## src/rtl/pdp8_panel_pkg.sv

```systemverilog
// Shared types and byte-tag constants for the PDP-8/I front-panel loader.
// Imported by pdp8_panel_loader and panel_key_timer.
package pdp8_panel_pkg;

  typedef enum logic [2:0] {
    S_IDLE,
    S_LOW_O,
    S_LOW_D,
    S_STOP_PULSE,
    S_WAIT_RUN,
    S_SETTLE,
    S_PULSE,
    S_GAP
  } state_e;

  typedef enum logic [2:0] {
    KEY_NONE,
    KEY_LOAD_ADDR,
    KEY_DEP,
    KEY_START,
    KEY_STOP
  } key_sel_e;

  localparam logic [7:0] LEADER     = 8'o200;
  localparam logic [7:0] CMD_START  = 8'h81;
  localparam logic [7:0] CMD_STOP   = 8'h82;
  localparam logic [7:0] TAG_MASK   = 8'hC0;
  localparam logic [7:0] TAG_ORIGIN = 8'h40;
  localparam logic [7:0] TAG_DATA   = 8'h00;
  localparam logic [7:0] FIELD_MASK = 8'hC7;
  localparam logic [7:0] FIELD_TAG  = 8'hC0;

  // Key vector order is {load_addr, dep, start, stop}.
  function automatic logic [3:0] key_onehot(input key_sel_e k);
    logic [3:0] v;
    v = 4'b0000;
    case (k)
      KEY_LOAD_ADDR: v = 4'b1000;
      KEY_DEP:       v = 4'b0100;
      KEY_START:     v = 4'b0010;
      KEY_STOP:      v = 4'b0001;
      default:       v = 4'b0000;
    endcase
    return v;
  endfunction

endpackage

```

## src/rtl/panel_key_timer.sv

```systemverilog
// Times one console key: SETTLE (switch setup), PULSE (key high), GAP (idle).
// A go arriving in the cycle done is high chains the next key without a bubble.
module panel_key_timer
  import pdp8_panel_pkg::*;
#(
  parameter int unsigned PULSE_CYCLES  = 8,
  parameter int unsigned SETTLE_CYCLES = 4,
  parameter int unsigned GAP_CYCLES    = 16
) (
  input  logic       clk,
  input  logic       rst_l,
  input  logic       go_i,
  input  logic       skip_settle_i,
  input  key_sel_e   key_i,
  output logic [3:0] keys_o,
  output logic       done_o
);

  localparam logic [15:0] SETTLE_LEN = 16'(SETTLE_CYCLES);
  localparam logic [15:0] PULSE_LAST = 16'(PULSE_CYCLES - 1);
  localparam logic [15:0] GAP_LAST   = 16'(GAP_CYCLES - 1);

  state_e      phase_q, phase_d;
  logic [15:0] cnt_q, cnt_d;
  key_sel_e    sel_q, sel_d;
  logic [3:0]  keys_q, keys_d;

  always_ff @(posedge clk) begin
    if (!rst_l) begin
      phase_q <= S_IDLE;
      cnt_q   <= '0;
      sel_q   <= KEY_NONE;
      keys_q  <= '0;
    end else begin
      phase_q <= phase_d;
      cnt_q   <= cnt_d;
      sel_q   <= sel_d;
      keys_q  <= keys_d;
    end
  end

  always_comb begin
    phase_d = phase_q;
    cnt_d   = cnt_q;
    sel_d   = sel_q;
    keys_d  = keys_q;
    done_o  = 1'b0;
    case (phase_q)
      S_SETTLE: begin
        if (cnt_q == '0) begin
          phase_d = S_PULSE;
          cnt_d   = PULSE_LAST;
          keys_d  = key_onehot(sel_q);
        end else begin
          cnt_d = cnt_q - 16'd1;
        end
      end
      S_PULSE: begin
        if (cnt_q == '0) begin
          phase_d = S_GAP;
          cnt_d   = GAP_LAST;
          keys_d  = '0;
        end else begin
          cnt_d = cnt_q - 16'd1;
        end
      end
      S_GAP: begin
        if (cnt_q == '0) begin
          phase_d = S_IDLE;
          done_o  = 1'b1;
        end else begin
          cnt_d = cnt_q - 16'd1;
        end
      end
      default: phase_d = S_IDLE;
    endcase

    // Settle counts SETTLE_CYCLES down to zero so the key rises SETTLE_CYCLES+1 clocks after go.
    if (go_i && (phase_q == S_IDLE || done_o)) begin
      sel_d = key_i;
      if (skip_settle_i) begin
        phase_d = S_PULSE;
        cnt_d   = PULSE_LAST;
        keys_d  = key_onehot(key_i);
      end else begin
        phase_d = S_SETTLE;
        cnt_d   = SETTLE_LEN;
      end
    end
  end

  assign keys_o = keys_q;

endmodule

```

## src/rtl/pdp8_panel_loader.sv

```systemverilog
// Decodes a BIN-style host byte stream into PDP-8/I console switch/key actions.
// Define PANEL_LOADER_CKSUM_EN to build the running frame-byte checksum on cksum.
module pdp8_panel_loader
  import pdp8_panel_pkg::*;
#(
  parameter int unsigned PULSE_CYCLES  = 8,
  parameter int unsigned SETTLE_CYCLES = 4,
  parameter int unsigned GAP_CYCLES    = 16,
  parameter int unsigned STOP_TIMEOUT  = 4096
) (
  input  logic        clk,
  input  logic        rst_l,
  input  logic [7:0]  in_data,
  input  logic        in_strobe,
  output logic        in_ready,
  input  logic        run,
  output logic [11:0] sr,
  output logic [2:0]  ifsr,
  output logic [2:0]  dfsr,
  output logic        load_addr,
  output logic        dep,
  output logic        start,
  output logic        stop,
  output logic        busy,
  output logic        err,
  output logic [11:0] cksum
);

  localparam int unsigned TW = $clog2(STOP_TIMEOUT + 1);
  localparam logic [TW-1:0] TMO_LAST = TW'(STOP_TIMEOUT - 1);

  state_e      state_q, state_d;
  logic [2:0]  field_q, field_d;
  logic [11:0] origin_q, origin_d;
  logic [5:0]  hi_q, hi_d;
  logic [11:0] pend_q, pend_d;
  key_sel_e    pkey_q, pkey_d;
  logic        then_start_q, then_start_d;
  logic [11:0] sr_q, sr_d;
  logic [2:0]  fsr_q, fsr_d;
  logic        err_q, err_d;
  logic [TW-1:0] tmo_q, tmo_d;

  logic        accept;
  logic [11:0] word;
  logic        tmr_go, tmr_skip, tmr_done;
  key_sel_e    tmr_key;
  logic [3:0]  keys;
  logic        launch, enter;
  key_sel_e    launch_key, seq_key;
  logic [11:0] launch_word, seq_word;

  assign in_ready = rst_l && (state_q inside {S_IDLE, S_LOW_O, S_LOW_D});
  assign accept   = in_strobe && in_ready;
  assign word     = {hi_q, in_data[5:0]};

  always_ff @(posedge clk) begin
    if (!rst_l) begin
      state_q      <= S_IDLE;
      field_q      <= '0;
      origin_q     <= '0;
      hi_q         <= '0;
      pend_q       <= '0;
      pkey_q       <= KEY_NONE;
      then_start_q <= 1'b0;
      sr_q         <= '0;
      fsr_q        <= '0;
      err_q        <= 1'b0;
      tmo_q        <= '0;
    end else begin
      state_q      <= state_d;
      field_q      <= field_d;
      origin_q     <= origin_d;
      hi_q         <= hi_d;
      pend_q       <= pend_d;
      pkey_q       <= pkey_d;
      then_start_q <= then_start_d;
      sr_q         <= sr_d;
      fsr_q        <= fsr_d;
      err_q        <= err_d;
      tmo_q        <= tmo_d;
    end
  end

  // S_SETTLE covers the whole SETTLE/PULSE/GAP walk, which the key timer tracks itself.
  always_comb begin
    state_d      = state_q;
    field_d      = field_q;
    origin_d     = origin_q;
    hi_d         = hi_q;
    pend_d       = pend_q;
    pkey_d       = pkey_q;
    then_start_d = then_start_q;
    sr_d         = sr_q;
    fsr_d        = fsr_q;
    err_d        = err_q;
    tmo_d        = tmo_q;
    tmr_go       = 1'b0;
    tmr_skip     = 1'b0;
    tmr_key      = KEY_NONE;
    launch       = 1'b0;
    launch_key   = KEY_NONE;
    launch_word  = '0;
    enter        = 1'b0;
    seq_key      = KEY_NONE;
    seq_word     = '0;

    case (state_q)
      S_IDLE: begin
        if (accept) begin
          if (in_data == LEADER) begin
            state_d = S_IDLE;
          end else if (in_data == CMD_START) begin
            launch       = 1'b1;
            launch_key   = KEY_LOAD_ADDR;
            launch_word  = origin_q;
            then_start_d = 1'b1;
          end else if (in_data == CMD_STOP) begin
            launch       = 1'b1;
            launch_key   = KEY_STOP;
            then_start_d = 1'b0;
          end else if ((in_data & FIELD_MASK) == FIELD_TAG) begin
            field_d = in_data[5:3];
          end else if ((in_data & TAG_MASK) == TAG_ORIGIN) begin
            hi_d    = in_data[5:0];
            state_d = S_LOW_O;
          end else if ((in_data & TAG_MASK) == TAG_DATA) begin
            hi_d    = in_data[5:0];
            state_d = S_LOW_D;
          end else begin
            err_d = 1'b1;
          end
        end
      end
      S_LOW_O, S_LOW_D: begin
        if (accept) begin
          if ((in_data & TAG_MASK) == TAG_DATA) begin
            launch       = 1'b1;
            launch_word  = word;
            then_start_d = 1'b0;
            if (state_q == S_LOW_O) begin
              origin_d   = word;
              launch_key = KEY_LOAD_ADDR;
            end else begin
              launch_key = KEY_DEP;
            end
          end else begin
            err_d   = 1'b1;
            state_d = S_IDLE;
          end
        end
      end
      S_SETTLE: begin
        if (tmr_done) begin
          if (then_start_q) begin
            then_start_d = 1'b0;
            tmr_go       = 1'b1;
            tmr_key      = KEY_START;
          end else begin
            state_d = S_IDLE;
          end
        end
      end
      S_STOP_PULSE: begin
        if (tmr_done) begin
          state_d = S_WAIT_RUN;
          tmo_d   = '0;
        end
      end
      S_WAIT_RUN: begin
        if (!run) begin
          enter    = 1'b1;
          seq_key  = pkey_q;
          seq_word = pend_q;
        end else if (tmo_q == TMO_LAST) begin
          err_d        = 1'b1;
          then_start_d = 1'b0;
          state_d      = S_IDLE;
        end else begin
          tmo_d = tmo_q + 1'b1;
        end
      end
      default: state_d = S_IDLE;
    endcase

    // Interlock: a running CPU must be stopped before its address or memory is touched.
    if (launch) begin
      pend_d = launch_word;
      pkey_d = launch_key;
      if (run && (launch_key == KEY_LOAD_ADDR || launch_key == KEY_DEP)) begin
        state_d  = S_STOP_PULSE;
        tmr_go   = 1'b1;
        tmr_skip = 1'b1;
        tmr_key  = KEY_STOP;
      end else begin
        enter    = 1'b1;
        seq_key  = launch_key;
        seq_word = launch_word;
      end
    end

    if (enter) begin
      state_d = S_SETTLE;
      tmr_go  = 1'b1;
      tmr_key = seq_key;
      if (seq_key == KEY_LOAD_ADDR || seq_key == KEY_DEP) sr_d = seq_word;
      if (seq_key == KEY_LOAD_ADDR) fsr_d = field_q;
    end
  end

  panel_key_timer #(
    .PULSE_CYCLES (PULSE_CYCLES),
    .SETTLE_CYCLES(SETTLE_CYCLES),
    .GAP_CYCLES   (GAP_CYCLES)
  ) u_key_timer (
    .clk          (clk),
    .rst_l        (rst_l),
    .go_i         (tmr_go),
    .skip_settle_i(tmr_skip),
    .key_i        (tmr_key),
    .keys_o       (keys),
    .done_o       (tmr_done)
  );

  assign {load_addr, dep, start, stop} = keys;
  assign sr   = sr_q;
  assign ifsr = fsr_q;
  assign dfsr = fsr_q;
  assign err  = err_q;
  assign busy = state_q inside {S_STOP_PULSE, S_WAIT_RUN, S_SETTLE};

`ifdef PANEL_LOADER_CKSUM_EN
  logic [11:0] cksum_q;
  logic        frame_byte;

  assign frame_byte = accept && (in_data[7:6] == 2'b00 ||
                                 (state_q == S_IDLE && in_data[7:6] == 2'b01));

  always_ff @(posedge clk) begin
    if (!rst_l) begin
      cksum_q <= '0;
    end else if (frame_byte) begin
      cksum_q <= cksum_q + 12'(in_data);
    end
  end

  assign cksum = cksum_q;
`else
  assign cksum = '0;
`endif

endmodule

```

## config.mk

```make
export PLATFORM = sky130hd
export DESIGN_NAME = pdp8_panel_loader
export DESIGN_NICKNAME = d
export VERILOG_FILES = /design/src/rtl/pdp8_panel_pkg.sv /design/src/rtl/panel_key_timer.sv /design/src/rtl/pdp8_panel_loader.sv
export SDC_FILE = /design/constraint.sdc
export NUM_CORES = 1
export LEC_CHECK = 0
export CORE_ASPECT_RATIO = 1.25
export CORE_MARGIN = 4
export CORE_UTILIZATION = 40
export CTS_BUF_LIST = sky130_fd_sc_hd__clkbuf_2
export CTS_CLUSTER_SIZE = 40
export DETAILED_ROUTE_END_ITERATION = 8
export PLACE_DENSITY_LB_ADDON = 0.05
export SLEW_MARGIN = 10
export SYNTH_ARGS = -nofsm -noshare
export SYNTH_HDL_FRONTEND = slang
export SYNTH_SLANG_ARGS = --single-unit
```

## constraint.sdc

```tcl
create_clock -name clk -period 3.9 [get_ports clk]
set_input_delay 0.585 -clock clk [delete_from_list [all_inputs] [get_ports clk]]
set_output_delay 0.585 -clock clk [all_outputs]
set_load 0.05 [all_outputs]
```

==> key figures <==
Timing
  – Hold WS: 0.4721 ns
  – Fin crit period: 3.202 ns
  – Relative slew slack: 48.19%
  – Final setup vio count: 0
  – Max Slew Vio Count: 0
  – Final period utilization: 82.11%
  – Worst slew pin tran: 0.7748 ns
  – Layout Skew: 0.02467 ns
  – Max frequency: 312.3 MHz
  – Setup TNS: 0 ns
  – Fin. Hold Viols: 0
  – RSZ-0062 raised after global routing: no

Cells and area
  – Layout cells sized above 1: 8.361%
  – Layout area overhead: 12.06%
  – Layout Nets: 619
  – Area of the multi-input gates: 2636 um^2
  – Fillers: 1231
  – FF/Latch Area: 1902 um^2
  – Ant diodes: 0

Detailed routing
  – Via count: 4299
  – Antenna Nets Post-Route: 0
  – Via-per-instance ratio: 5.576
  – Initial DRC Count: 312
  – DRT Pass-1 Iters: 5
  – Total Wirelength: 12330 um
  – WL/cell: 15.99 um
  – # DRC: 0

Critical path
  – Critical Path Source Type: flip-flop
  – Top Family by Delay on Critical Path: buffers and inverters
  – CP max stage delay: 0.84 ns
  – CP Class: flip-flop to output pin
  – Arr. time, crit path: 2.62 ns
  – Worst path required time: 3.31 ns
  – Critical-path cell list: nand2b_1 > o21bai_1 > clkdlybuf4s50_1
  – Critical Path End Type: output pin
  – CP bufs+invs: 1
  – Crit path max fanout: 17
  – Slowest CP cell: clkdlybuf4s50_1

Synthesis
  – Main synth FF type: dfxtp_1
  – Number of synthesized flops with an enable pin: 0
  – Multiplexer area fraction after synthesis: 1.073%
  – Compound-Gate Fraction of Synth Area: 24.23%
  – Yosys reg bits: 95
  – Seq/Total Area, Yosys: 39.78%
  – Synthesized cell area: 4781 um^2
  – YS warnings: 0
  – Count of cell types in the netlist: 65
  – Largest family of logic cells by synthesized area: simple AND/OR/NAND/NOR gates
  – Avg Cell Area, Syn: 8.214 um^2
  – Asr flop ratio synth: 0%
  – Adder-Cell Fraction of Synth Area: 0.5234%
  – XOR/XNOR share of the synthesized area: 3.114%
  – Post-Synth Simple-Gate Area: 25.12%
  – Cells after Synth: 582

Clock network
  – Clock Latency Late Sink: 0.55 ns
  – CTS tree: yes
  – H-tree depth: 3
  – Postcts setup bufs: 0
  – Num CTS Buffers: 9
  – Sink Count: 95
  – Hold-fix buffers at CTS: 0
  – Post_cts resized: 0
  – Clk slew on worst S/H paths: 0.24 ns
  – Root buf cell: clkbuf_2
  – CTS Buffer Depth: 2

Job
  – Max Cap Violations: 0

Run status
  – Run status: finished clean

Floorplanning
  – Die X: 105.8 um
  – Initial Utilization: 40.96%
  – Die H: 130.2 um
  – Io pins: 49
  – Core ar.: 11670 um^2
  – Row count: 44
  – Full die area: 13780 um^2

Global routing
  – Grt ovf: 0
  – Vias in the first global route: 4017
  – Global-route wire length before repair: 20480 um
  – Initial antenna violation count: 0
  – Gr usage total: 18.28%
  – Largest net degree at the start of global routing: 35

Placement
  – Detailed placement HPWL: 8897 um
  – Global placement routability congestion: 0.8724
  – # port buffers: 36

Pwr
  – VDD IR max: 0.1377 mV
  – Leak: 1.858 nW
  – PD cells: 332.6 nW/um^2

Min path
  – HP Class: flip-flop to flip-flop
## placed cells by master (no fill, tap or decap), types with 3 or more instances in the layout
cell | synthesis | final
or3_1 | 13 | 13
a22oi_1 | 13 | 13
inv_1 | 6 | 6
nand3_1 | 12 | 12
or4_1 | 9 | 9
a31oi_1 | 4 | 4
nand4_1 | 5 | 5
a21oi_1 | 61 | 61
clkbuf_2 | 0 | 10
nand2b_1 | 4 | 4
o31ai_1 | 5 | 5
and3_1 | 4 | 4
xor2_1 | 13 | 13
o211ai_1 | 5 | 5
mux2i_1 | 4 | 4
o21ai_0 | 33 | 33
clkdlybuf4s50_1 | 0 | 36
nand2_1 | 70 | 70
a221oi_1 | 3 | 3
dfxtp_1 | 95 | 95
or4b_1 | 3 | 3
nand3b_1 | 4 | 4
and2_1 | 6 | 6
nor2b_1 | 3 | 3
a211oi_1 | 7 | 7
nor3_1 | 12 | 12
and4_1 | 4 | 4
buf_4 | 16 | 16
xnor2_1 | 4 | 4
nor2_1 | 56 | 56
a2bb2oi_1 | 14 | 14
a211oi_2 | 9 | 9
conb_1 | 1 | 12
nor3b_1 | 3 | 3
nor4_1 | 10 | 10
## metrics by stage
stage / worst slack (ns) / utilization (%) / power, W / area [um^2] / std cells
final: 0.6978 / 45.90 / 0.001782 / 5358 / 771
after global routing: 0.5046 / 45.90 / 0.001880 / 5358 / 771
after CTS: 0.6376 / 45.90 / 0.001805 / 5358 / 771
after detailed placement: 0.4134 / 44.95 / 0.001315 / 5246 / 755
after global placement: 0.4848 / 44.95 / 0.001314 / 5246 / 755
after floorplan: 1.226 / - / 0.001238 / 4822 / 593
## sequential cells by signal, summed over array words and instances (netlist names)
name and cells:
u_key_timer.cnt_q 16, u_key_timer.phase_q 3, u_key_timer.sel_q 3, then_start_q 1, hi_q 6, pkey_q 3, field_q 3, state_q 3
err 1, u_key_timer.keys_o 4, tmo_q 13, dfsr 3, sr 12, origin_q 12, pend_q 12
## final timing paths
check | startpoint | slack (ns) | end | cells after the start
setup / recovery | state_q[0]$_SDFF_PN0_ | 0.70 | busy | 3
hold / removal | origin_q[1]$_SDFFE_PN0P_ | 0.47 | origin_q[1]$_SDFFE_PN0P_ | 2
setup reg to reg | u_key_timer.cnt_q[0]$_SDFFE_PN0P_ | 0.86 | u_key_timer.cnt_q[9]$_SDFFE_PN0P_ | 9
hold reg to reg | origin_q[1]$_SDFFE_PN0P_ | 0.47 | origin_q[1]$_SDFFE_PN0P_ | 2
## cells in the mapped netlist (all sizes together), types with 13 or more instances
master	n	area, um^2
buf	23	158.9
nand2	70	262.8
dfxtp	95	1902
nor4	13	117.6
a2bb2oi	14	122.6
a22oi	13	97.59
a21oi	61	305.3
or3	13	81.33
a211oi	16	165.2
o21ai	34	170.2
xor2	13	113.9
clkbuf	28	105.1
nor2	57	216.5
## report_power, final
group	total, W	switching (W)	leakage [nW]	internal (W)
clock network	0.000481	0.000332	0.0733	0.000149
registers	0.00101	0.0000228	0.766	0.000990
logic	0.000288	0.000199	1.02	0.0000897
total	0.00178	0.000553	1.86	0.00123
## metal layers
metal	global-route usage [%]	vias up	part of all wire (%)
met4	5.793	0	1.7
met2	30.22	86	48
met5	0	-	0
met1	24.31	2053	47
li1	-	2142	-
met3	3.414	18	3.7
## final cells by class
type / instances / area share [%]
clock inverters: 6 / 1.144
well taps: 161 / 3.760
flip-flops and latches: 95 / 35.50
repair buffers: 52 / 8.968
multi-input cells: 440 / 49.21
inverters: 7 / 0.4904
clock buffers: 10 / 0.9341
## logic make-up after synthesis
logic type / after synthesis
AND/OR/NAND/NOR: 231
buffers and inverters: 58
XOR/XNOR: 17
flip-flops: 95
adder cells (fa/ha/maj): 2
multiplexers: 5
other: 1
AO/OA/AOI/OAI: 173
## tightest hold or removal path: cells and delay by family (launching register included)
| family | cells | cell delay, ns |
|---|---|---|
| flip-flops | 1 | 0.36 |
| AND/OR/NAND/NOR | 1 | 0.05 |
| AO/OA/AOI/OAI | 1 | 0.05 |
Note: power is estimated with default switching activity, not from simulation.
